**src/rtl/uart_boot_loader.sv**
```systemverilog
// UART byte-stream boot loader: parses a framed image and writes words to memory.
// Holds the CPU in reset until a frame with a valid checksum is accepted.
module uart_boot_loader #(
  parameter logic [31:0] BASE_ADDR = 32'h0000_0000,
  parameter int unsigned MAX_WORDS = 4096,
  parameter int unsigned TIMEOUT   = 1_000_000,
  parameter logic [7:0]  SYNC      = 8'hA5
) (
  input  logic        clk,
  input  logic        reset,
  input  logic        rx_done,
  input  logic [7:0]  rx_data,
  output logic [31:0] mem_addr,
  output logic [31:0] mem_data,
  output logic        mem_we,
  output logic        cpu_hold,
  output logic        load_done,
  output logic        load_err,
  output logic [15:0] word_cnt
);

  localparam int TW = $clog2(TIMEOUT + 1);
  localparam logic [TW-1:0] TMAX = TW'(TIMEOUT);

  typedef enum logic [2:0] {
    IDLE, LEN, DATA, CSUM, DONE, ERR
  } state_t;

  state_t state, nstate;

  logic [1:0]    bidx;
  logic [23:0]   shreg;
  logic [31:0]   len;
  logic [31:0]   widx;
  logic [31:0]   waddr;
  logic [7:0]    csum;
  logic [TW-1:0] timer;

  logic [31:0] word;
  logic        last_byte;
  logic        active;
  logic        expire;
  logic        is_sync;

  assign word      = {rx_data, shreg};
  assign last_byte = (bidx == 2'd3);
  assign active    = state inside {LEN, DATA, CSUM};
  assign expire    = active && (timer == TMAX) && !rx_done;
  assign is_sync   = rx_done && (rx_data == SYNC);

  always_ff @(posedge clk) begin
    if (reset) state <= IDLE;
    else       state <= nstate;
  end

  always_comb begin
    nstate = state;
    unique case (state)
      IDLE, DONE, ERR: begin
        if (is_sync) nstate = LEN;
      end
      LEN: begin
        if (rx_done && last_byte) begin
          if (word > MAX_WORDS) nstate = ERR;
          else if (word == 32'd0) nstate = CSUM;
          else nstate = DATA;
        end
      end
      DATA: begin
        if (rx_done && last_byte && (widx == len - 32'd1))
          nstate = CSUM;
      end
      CSUM: begin
        if (rx_done) nstate = (rx_data == csum) ? DONE : ERR;
      end
      default: nstate = IDLE;
    endcase
    if (expire) nstate = ERR;
  end

  always_ff @(posedge clk) begin
    if (reset) begin
      bidx      <= '0;
      shreg     <= '0;
      len       <= '0;
      widx      <= '0;
      waddr     <= BASE_ADDR;
      csum      <= '0;
      timer     <= '0;
      mem_we    <= 1'b0;
      mem_addr  <= '0;
      mem_data  <= '0;
      word_cnt  <= '0;
      cpu_hold  <= 1'b1;
      load_done <= 1'b0;
      load_err  <= 1'b0;
    end else begin
      mem_we    <= 1'b0;
      cpu_hold  <= (nstate != DONE);
      load_done <= (nstate == DONE);
      load_err  <= (nstate == ERR);
      // Timer only runs while a frame is open; a byte always resets it
      if (rx_done || !active) timer <= '0;
      else if (timer != TMAX) timer <= timer + TW'(1);
      if (rx_done) begin
        unique case (state)
          IDLE, DONE, ERR: begin
            if (is_sync) begin
              bidx     <= '0;
              widx     <= '0;
              csum     <= '0;
              word_cnt <= '0;
              waddr    <= BASE_ADDR;
            end
          end
          LEN: begin
            shreg <= word[31:8];
            bidx  <= bidx + 2'd1;
            csum  <= csum + rx_data;
            if (last_byte) len <= word;
          end
          DATA: begin
            shreg <= word[31:8];
            bidx  <= bidx + 2'd1;
            csum  <= csum + rx_data;
            if (last_byte) begin
              mem_we   <= 1'b1;
              mem_addr <= waddr;
              mem_data <= word;
              waddr    <= waddr + 32'd4;
              widx     <= widx + 32'd1;
              word_cnt <= widx[15:0] + 16'd1;
            end
          end
          default: ;
        endcase
      end
    end
  end

endmodule

```
**config.mk**
```make
export PLATFORM = sky130hd
export DESIGN_NAME = uart_boot_loader
export DESIGN_NICKNAME = d
export VERILOG_FILES = /design/src/rtl/uart_boot_loader.sv
export SDC_FILE = /design/constraint.sdc
export NUM_CORES = 1
export LEC_CHECK = 0
export CAP_MARGIN = 20
export CORE_UTILIZATION = 55
export DETAILED_ROUTE_END_ITERATION = 6
export DONT_BUFFER_PORTS = 1
export PLACE_DENSITY_LB_ADDON = 0.1
export SLEW_MARGIN = 20
export SYNTH_ARGS = -nofsm -noshare
export SYNTH_HDL_FRONTEND = slang
export SYNTH_SLANG_ARGS = --single-unit
```
**constraint.sdc**
```tcl
create_clock -name clk -period 2.6 [get_ports clk]
set_clock_uncertainty 0.15 [all_clocks]
set_input_delay 0.26 -clock clk [delete_from_list [all_inputs] [get_ports clk]]
set_output_delay 0.26 -clock clk [all_outputs]
set_load 0.1 [all_outputs]
```
# Word level (Yosys, flattened, before mapping)
# Cells that the tools add are included.
# op_classes
n_addsub	7
n_reduce_logical	22
n_eq_ne	16
mux	22
n_lt_le_gt_ge	1
bitwise	2
# ops
op	count
case mux 32 bit (2 select lines)	2
two-way mux 32 bit	3
adder 32 x 1 -> 32 bit, second input constant	1
adder 32 x 3 -> 32 bit, second input constant	1
equality test 32 bit	1
> comparator 32 x 13 -> 1 bit, second input constant	1
zero test 32 bit	1
two-way mux 16 bit	2
case mux 16 bit (2 select lines)	1
subtractor 32 x 1 -> 32 bit, second input constant	1
adder 20 x 1 -> 20 bit, second input constant	1
equality test 20 bit, second input constant	1
inequality test 20 bit, second input constant	1
two-way mux 3 bit	6
adder 16 x 1 -> 16 bit, second input constant	1
case mux 8 bit (2 select lines)	1
equality test 3 bit, second input constant	4
case mux 3 bit (4 select lines)	1
AND reduction 3 bit	3
adder 8 bit	1
equality test 8 bit	1
equality test 8 bit, second input constant	1
two-way mux 8 bit	1
equality test 3 x 2 -> 1 bit, second input constant	2
other kinds (19)	31
# totals
wordCells	85
output_inout_bits	84
in_bits	11
regBits	237

# Longest topological paths before layout
# Gate-level depths: netlist of the first run.
# logic_depth
ltp_word	7
mapped_depth	10
ltp_nobuf	10

# Least setup slack after synthesis of the first run
# OpenSTA, ideal clock, no wires.
# synth_path
kind	register to register
startpoint	register len[6]
endpoint	register state[0]
path_slack_ps	-260
t_required_ps	2381
n_path_buf	3
setup_ps	69
stages_incl_launch_ff	11
synth_period_minus_slack_ps	2860
t_arrival_ps	2641
path_cell_list	dfxtp_1 > buf_6 > or4_1 > buf_2 > or4_4 > buf_6 > or4_1 > a21oi_1 > and4_1 > nand4_1 > o21ai_1
# synth_between
elab_chain_cells	6
# synth_rtl
item	line	text
start: declaration	33	logic [31:0] len;
start signal: assignment	120	if (last_byte) len <= word;
subtractor 32 x 1 -> 32 bit	70	if (rx_done && last_byte && (widx == len - 32'd1))
equality test 32 bit	70	
logical AND 1 bit	70	
two-way mux 3 bit	70	
case mux 3 bit (4 select lines)	58	unique case (state)
two-way mux 3 bit	78	if (expire) nstate = ERR;
end signal: assignment	53	else state <= nstate;
end: declaration	29	state_t state, nstate;
# No other way between the ends.
# A chain may end at the register's enable or synchronous reset.

# Worst setup path in the final report of the first run
# layout_path
startpoint	register len[9]
endpoint	register state[0]
# The elaborated chain is that of the path after synthesis.

==> results.md, run 1 <==
- H-tree depth: 1
- Max clock buf depth: 3
- Cts bufs inserted: 24
- Final period utilization: 101%
- Power Density: roughly 570 nW/um2
- Status: finished with violations
- Die Y-Extent: between 100 and 150 um
- Ant diodes: 0
- Area Growth Syn to Fin: 21.6%
- CTS sink count: 217
- Tot Pwr: 7.01 mW
- Min-Delay Path Class: input pin to flip-flop
- Hold wc startpoint: rx_data[3]
- Largest stage delay on the critical path: about 550 ps
- Register area share after synthesis: 42.9%
- Placer Congestion: 0.905
- Post-synth cell types: approximately 60
- Worst path cell trace: or4_4, or4_4, or4_1, a21oi_1, and4_1, nand4_1, o21ai_1
- Die Area: 19000 um2
- Startpoint types: flip-flop
- Syn Inst Count: around 1300
- Number of cell rows: slightly below 50
- Worst r2r path cells: 7
- Crit path from: len[9]
- Max Cap Violations: 0
- Skew-Pair Late Insertion Delay: 520 ps
- RSZ-0062 raised after global routing: yes
- DRT Wirelength: ~27000 um
- Slew Limit Headroom: approximately a third
- CP max FO: 7
- Congestion Overflow GR: 0
- Top cell type by total area after synthesis: dfxtp_1
- Synth area leaders: dfxtp_1, nand2_1, a21oi_1, xnor2_1, nor2_1
- Mapped Area: between 10000 and 15000 um2
- Seq cells post-synth: roughly 220
- Failing checks: setup timing
- Reg-to-Reg Start: len[9]
- CTS tree: built
- Final Hold Violating Endpoints: 0
- Final setup margin: -26.2 ps
- Critical path type: flip-flop to flip-flop
- Pin count of the biggest net entering global routing: ~130
- Critical Path Most Common Cell: or4_4
- Async SR Flop Fraction: 0%
- Root Driver: clkbuf_16
- Max Fclk: between 300 and 400 MHz
- Final-report setup violation count: 1
- Port Buffers: 0
- Vias in the first global route: ~8600
- I/O Pins: 95
- Final Critical Period: ~2600 ps
- Initial antenna violation count: 0
- Reg2reg end: state[0]
- R2R setup slack: -30 ps
- Dpl hpwl: about 19000 um
- Fin util: about two thirds
- Starting density of the core: ~56%
- Global-route wire length before repair: 42500 um
- Post-synth EDFFs: 0
- Pre-CTS setup slack: -102 ps
- Mean Syn Cell Area: a little under 8 um2
- Clock slew at reported path FFs: 60 ps
- VDD IR max: 0.653 mV
- Worst setup EP type: flip-flop
- DRT iter0 DRCs: about 630
- Fillers: 1532
- Core Area: between 15000 and 20000 um2
- Arrival time of the worst setup path: about 2900 ps
- WP data required: 2900 ps
- Vias/cell: 5.67
- Vias: approximately 9300
- DR DRC count: 0
- Final #Nets: 1425
- Final slew viol count: 0
- DR pass1 iterations: 6
- Antenna Nets Post-Route: 0
- Leakage power: 4.64 nW
- WL/cell: 16.6 um
- Slew @ Worst Pin: between 900 and 1000 ps
- Slowest cell on the critical path: or4_4
- GRT Overall Usage: 28.3%
- Share of cells above drive strength 1: between 10% and 20%
- Die W: roughly 140 um
- Top cell type's share of synthesized area: 42.9%
- Worst Setup EP: state[0]
- Post-synth top flop: dfxtp_1
- Yosys warns: 0
-- worst max-delay path: cells and delay by family, from the launching register on --
kind	cells	cell delay (ps)
simple gates	5	1860
compound gates	2	250
flops	1	310
-- layout make-up --
class	instances	area [um2]	share of cell area, %
multi-input combinational	953	5330	43.3
sequential	217	4350	35.3
timing repair buffer	174	1390	11.3
inverter	30	113	0.915
tap	229	287	2.33
clock buffer	35	712	5.78
clock inverter	9	134	1.09
-- synthesized netlist by cell type, drive strengths merged (8+ instances only) --
cell	count
ha	13
nand3	36
nor2b	8
inv	30
nor4	34
and4	10
or4	14
buf	25
a21oi	150
dfxtp	217
o21ai	19
clkbuf	70
and2	9
a31oi	10
nand2	290
nor3	20
nand4	22
nor2	100
xor2	41
or3	16
and3	21
xnor2	63
-- worst min path at each step --
stage / cells past startpoint / slack, ps / to
final: 4 / 20 / csum[3]
after global routing: 4 / 40 / csum[3]
after CTS: 4 / 10 / csum[3]
after detailed placement: 1 / 190 / mem_data[31]
after global placement: 1 / 190 / mem_data[31]
after floorplan: 2 / 250 / len[30]
-- sequential cells by signal (all words and copies together), names as in the netlist --
register,count
load_err,1
mem_addr,30
load_done,1
word_cnt,15
bidx,2
mem_we,1
mem_data,32
timer,20
csum,8
cpu_hold,1
shreg,24
waddr,30
len,32
widx,17
state,3
-- cell families after synthesis --
| family | count (synthesis) | share of synthesized area [%] |
|---|---|---|
| fa+ha+maj | 14 | 1.80 |
| compound gates | 223 | 12.6 |
| flops | 217 | 42.9 |
| buf+inv | 125 | 5.48 |
| xor+xnor | 104 | 9.00 |
| other cells | 1 | 0.0370 |
| mux | 1 | 0.0989 |
| simple gates | 609 | 28.1 |
-- per-stage QoR --
step / hold WS [ps] / cell area (um2) / cells / setup TNS (ps)
global route: 42.9 / 12300 / 1647 / -117
finish: 23.8 / 12300 / 1647 / -26.2
floorplan: 246 / 10100 / 1295 / -141
detailed placement: 191 / 11100 / 1580 / -102
global placement: 187 / 11100 / 1580 / -65.3
CTS: 10.7 / 12200 / 1646 / -35.3
-- placed cells by master (no fill, tap or decap), types with 3 or more instances in the layout --
cell type        n
clkbuf_16       24
xnor2_1         63
or4_4            4
nand3b_1         4
nor3b_1          3
nor4b_1          7
nor4_1          28
bufinv_16        3
nand2_1        289
o32ai_1          3
a31oi_1         10
nor2b_1          7
a211oi_1         4
or3_1           16
o31ai_1          4
and3_1          21
a41oi_1          3
o211ai_1         3
clkbuf_1         4
o21ai_0         18
o311ai_0         3
clkinv_2         4
a21oi_1        150
xor2_1          41
clkbuf_8         7
ha_1            13
nand4_1         22
and2_1           9
nor4_2           4
and4_1          10
inv_1           30
nand3_1         36
or4_1           10
dfxtp_1        216
or2_2            6
nand2b_1         7
buf_4          151
nor2_1          98
nor3_1          20
dlygate4sd3_1   20
-- where the power goes --
part           internal [mW]  switching (mW)  leakage (nW)
registers               3.32        0.000341          1.75
logic                 0.0293          0.0857          2.48
clock network           2.20            1.37         0.416
-- layer usage --
layer	track usage [%]	wire (um)	up-vias
li1	-	-	4611
met1	36.6	12100	4443
met2	47.9	13000	230
met3	4.49	1420	51
met4	9.28	767	0
met5	0	0	-
-- what timing repair did --
action / in CTS / in global routing
hold endpoints to repair: 146 / 0
resized for setup: 6 / 11
pin swaps: 2 / 4
setup endpoints to repair: 1 / 7
setup buffers: 1 / 1
hold buffers: 21 / 0
No activity file was read; power rests on OpenSTA's default activity.
==> run 2, diff against run 1 <==
- MAX_ROUTING_LAYER: unset -> met4
==> run 2 against run 1 <==
- the flow still finishes with violations (setup timing)
- worst hold slack got worse by 7.1 ps
- flip-flop and latch count unchanged
- power increased by 1.8%
- sequential share of layout area about the same
- non-clock buffer count decreased by 1
- cell count about the same
==> results.md, run 2 (synthesis gave the netlist of run 1 again) <==
- I/O Pins: 95 (unchanged)
- Buf/Inv on CP: 0 (unchanged)
- Critical Path Most Common Cell: or4_4 (unchanged)
- Number of cell rows: 49 (unchanged)
- Initial antenna violation count: 0 (unchanged)
- CP delay by family, top: simple AND/OR/NAND/NOR gates (unchanged)
- Most frequent cells in the layout: nand2_1, dfxtp_1, a21oi_1, buf_4, nor2_1 (was nand2_1, dfxtp_1, buf_4, a21oi_1, nor2_1)
- Metal1 wirelength: 12100 um (about the same)
- Fillers: 1535 (was 1532)
- Pin count of the biggest net entering global routing: 124 (was 125)
- Worst setup EP type: flip-flop (unchanged)
- Final setup margin: -41.1 ps (was -26.2 ps)
- Placer Congestion: 0.925 (was 0.905)
- RSZ-0062 raised after global routing: yes (unchanged)
- Global-route wire length before repair: 42800 um (was 42500 um)
- Port Buffers: 0 (unchanged)
- Antenna Nets Post-Route: 0 (unchanged)
- CTS sink count: 217 (unchanged)
- Largest stage delay on the critical path: 550 ps (about the same)
- Critical path type: flip-flop to flip-flop (unchanged)
- Final period utilization: 102% (was 101%)
- Sequential Area: 4350 um2 (about the same)
- Root Driver: clkbuf_16 (unchanged)
- Arrival time of the worst setup path: 2940 ps (was 2930 ps)
- Min-Delay Path Class: input pin to flip-flop (unchanged)
- WP data required: 2900 ps (about the same)
- Core Area: 18000 um2 (unchanged)
- Final-report setup violation count: 1 (unchanged)
- DR pass1 iterations: 5 (was 6)
- WL/cell: 16.4 um (was 16.6 um)
- Max Cap Violations: 0 (unchanged)
- DR DRC count: 0 (unchanged)
- Dpl hpwl: 18200 um (was 18600 um)
- Vias: 9230 (was 9335)
- Power Density: 579 nW/um2 (was 569 nW/um2)
- Tot Pwr: 7.13 mW (was 7.01 mW)
- Area Growth Syn to Fin: 21.7% (was 21.6%)
- VDD IR max: 0.576 mV (was 0.653 mV)
- Leakage power: 4.65 nW (was 4.64 nW)
- Max Used Layer: met4 (unchanged)
- Congestion Overflow GR: 0 (unchanged)
- Failing checks: setup timing (unchanged)
- Starting density of the core: 56.2% (unchanged)
- Clock slew at reported path FFs: 60 ps (about the same)
- DRT iter0 DRCs: 563 (was 632)
- Vias in the first global route: 8460 (was 8582)
- Final Critical Period: 2640 ps (was 2630 ps)
- Vias/cell: 5.61 (was 5.67)
- Multi-input logic area: 5310 um2 (was 5330 um2)
- GRT Overall Usage: 29.3% (was 28.3%)
- Startpoint types: flip-flop (unchanged)
- CP max FO: 7 (unchanged)
- CTS tree: built (unchanged)
- Slowest cell on the critical path: or4_4 (unchanged)
- DRT Wirelength: 27100 um (was 27300 um)
- Max Fclk: 379 MHz (was 381 MHz)
- Largest regs: len: 32 flops, mem_data: 32 flops (unchanged)
- Die Y-Extent: 138 um (unchanged)
- Final Hold Violating Endpoints: 0 (unchanged)
- Die W: 138 um (unchanged)
- Final slew viol count: 0 (unchanged)
- Slew Limit Headroom: 35.6% (was 34.6%)
- Share of cells above drive strength 1: 15.3% (was 15.4%)
- Cts bufs inserted: 24 (unchanged)
- Ant diodes: 0 (unchanged)
- Skew-Pair Late Insertion Delay: 520 ps (about the same)
- Die Area: 19000 um2 (unchanged)
- Routed met3 length: 1570 um (was 1420 um)
- Max clock buf depth: 3 (unchanged)
- Status: finished with violations (unchanged)
- Final #Nets: 1424 (was 1425)
- H-tree depth: 1 (unchanged)
- Detail Route met2 WL: 12600 um (was 13000 um)
- Fin util: 68.3% (about the same)
- Most common cell after layout, fill and taps aside: nand2_1 (unchanged)
- Slew @ Worst Pin: 965 ps (was 979 ps)
- Worst path cell trace: or4_4, or4_4, or4_4, a21oi_1, and4_1, nand4_1, o21ai_1 (was or4_4, or4_4, or4_1, a21oi_1, and4_1, nand4_1, o21ai_1)
[run 2: area by class of cell]
class,instances,share of cell area [%]
clock buffers,32,5.46
clock inverters,12,1.55
inverters,30,0.914
multi-input cells,953,43.1
flip-flops and latches,217,35.3
well taps,229,2.33
repair buffers,173,11.4
[run 2: where the power goes]
part           internal [mW]  leakage, nW  total (mW)  switching [mW]
registers               3.32         1.75        3.32        0.000313
clock network           2.31        0.423        3.69            1.38
logic                 0.0292         2.48       0.115          0.0854
total                   5.67         4.65        7.13            1.47
[run 2: worst reg2reg max path: stages, from the launching register on]
cell and delay, ps:
dfxtp_1 310, or4_4 540, or4_4 550, or4_4 490, a21oi_1 120, and4_1 170
nand4_1 110, o21ai_1 130
[run 2: routing by layer]
layer  global-route usage [%]  vias up
met5                        -        -
li1                         -     4596
met1                     37.6     4346
met4                     9.83        0
met3                     5.30       61
met2                     46.4      227
[run 2: repair_timing]
action | 4_1_cts | 5_1_grt
hold buffers | 22 | 0
endpoints found under the hold margin | 145 | 0
endpoints found under the setup margin | 1 | 7
gates resized for setup | 4 | 11
buffers inserted | 0 | 0
pin swaps | 1 | 3
[run 2: worst paths after layout]
kind,depth (start not counted),to,slack (ps),from
max,7,state[0],-40,len[6]
min,2,len[6],20,reset
max reg2reg,7,state[0],-40,len[6]
min reg2reg,2,csum[3],310,csum[3]
[run 2: per-stage QoR]
| step | cell area [um2] | worst slack [ps] | std cells | hold slack (ps) | setup TNS, ps |
|---|---|---|---|---|---|
| 3_3_place_gp | 11100 | -67.2 | 1580 | 187 | -67.2 |
| 2_1_floorplan | 10100 | -141 | 1295 | 246 | -141 |
| 4_1_cts | 12300 | -49.9 | 1646 | 9.17 | -49.9 |
| 3_5_place_dp | 11100 | -88.3 | 1580 | 190 | -88.3 |
| 5_1_grt | 12300 | -145 | 1646 | 48.6 | -145 |
| 6_report | 12300 | -41.1 | 1646 | 16.6 | -41.1 |
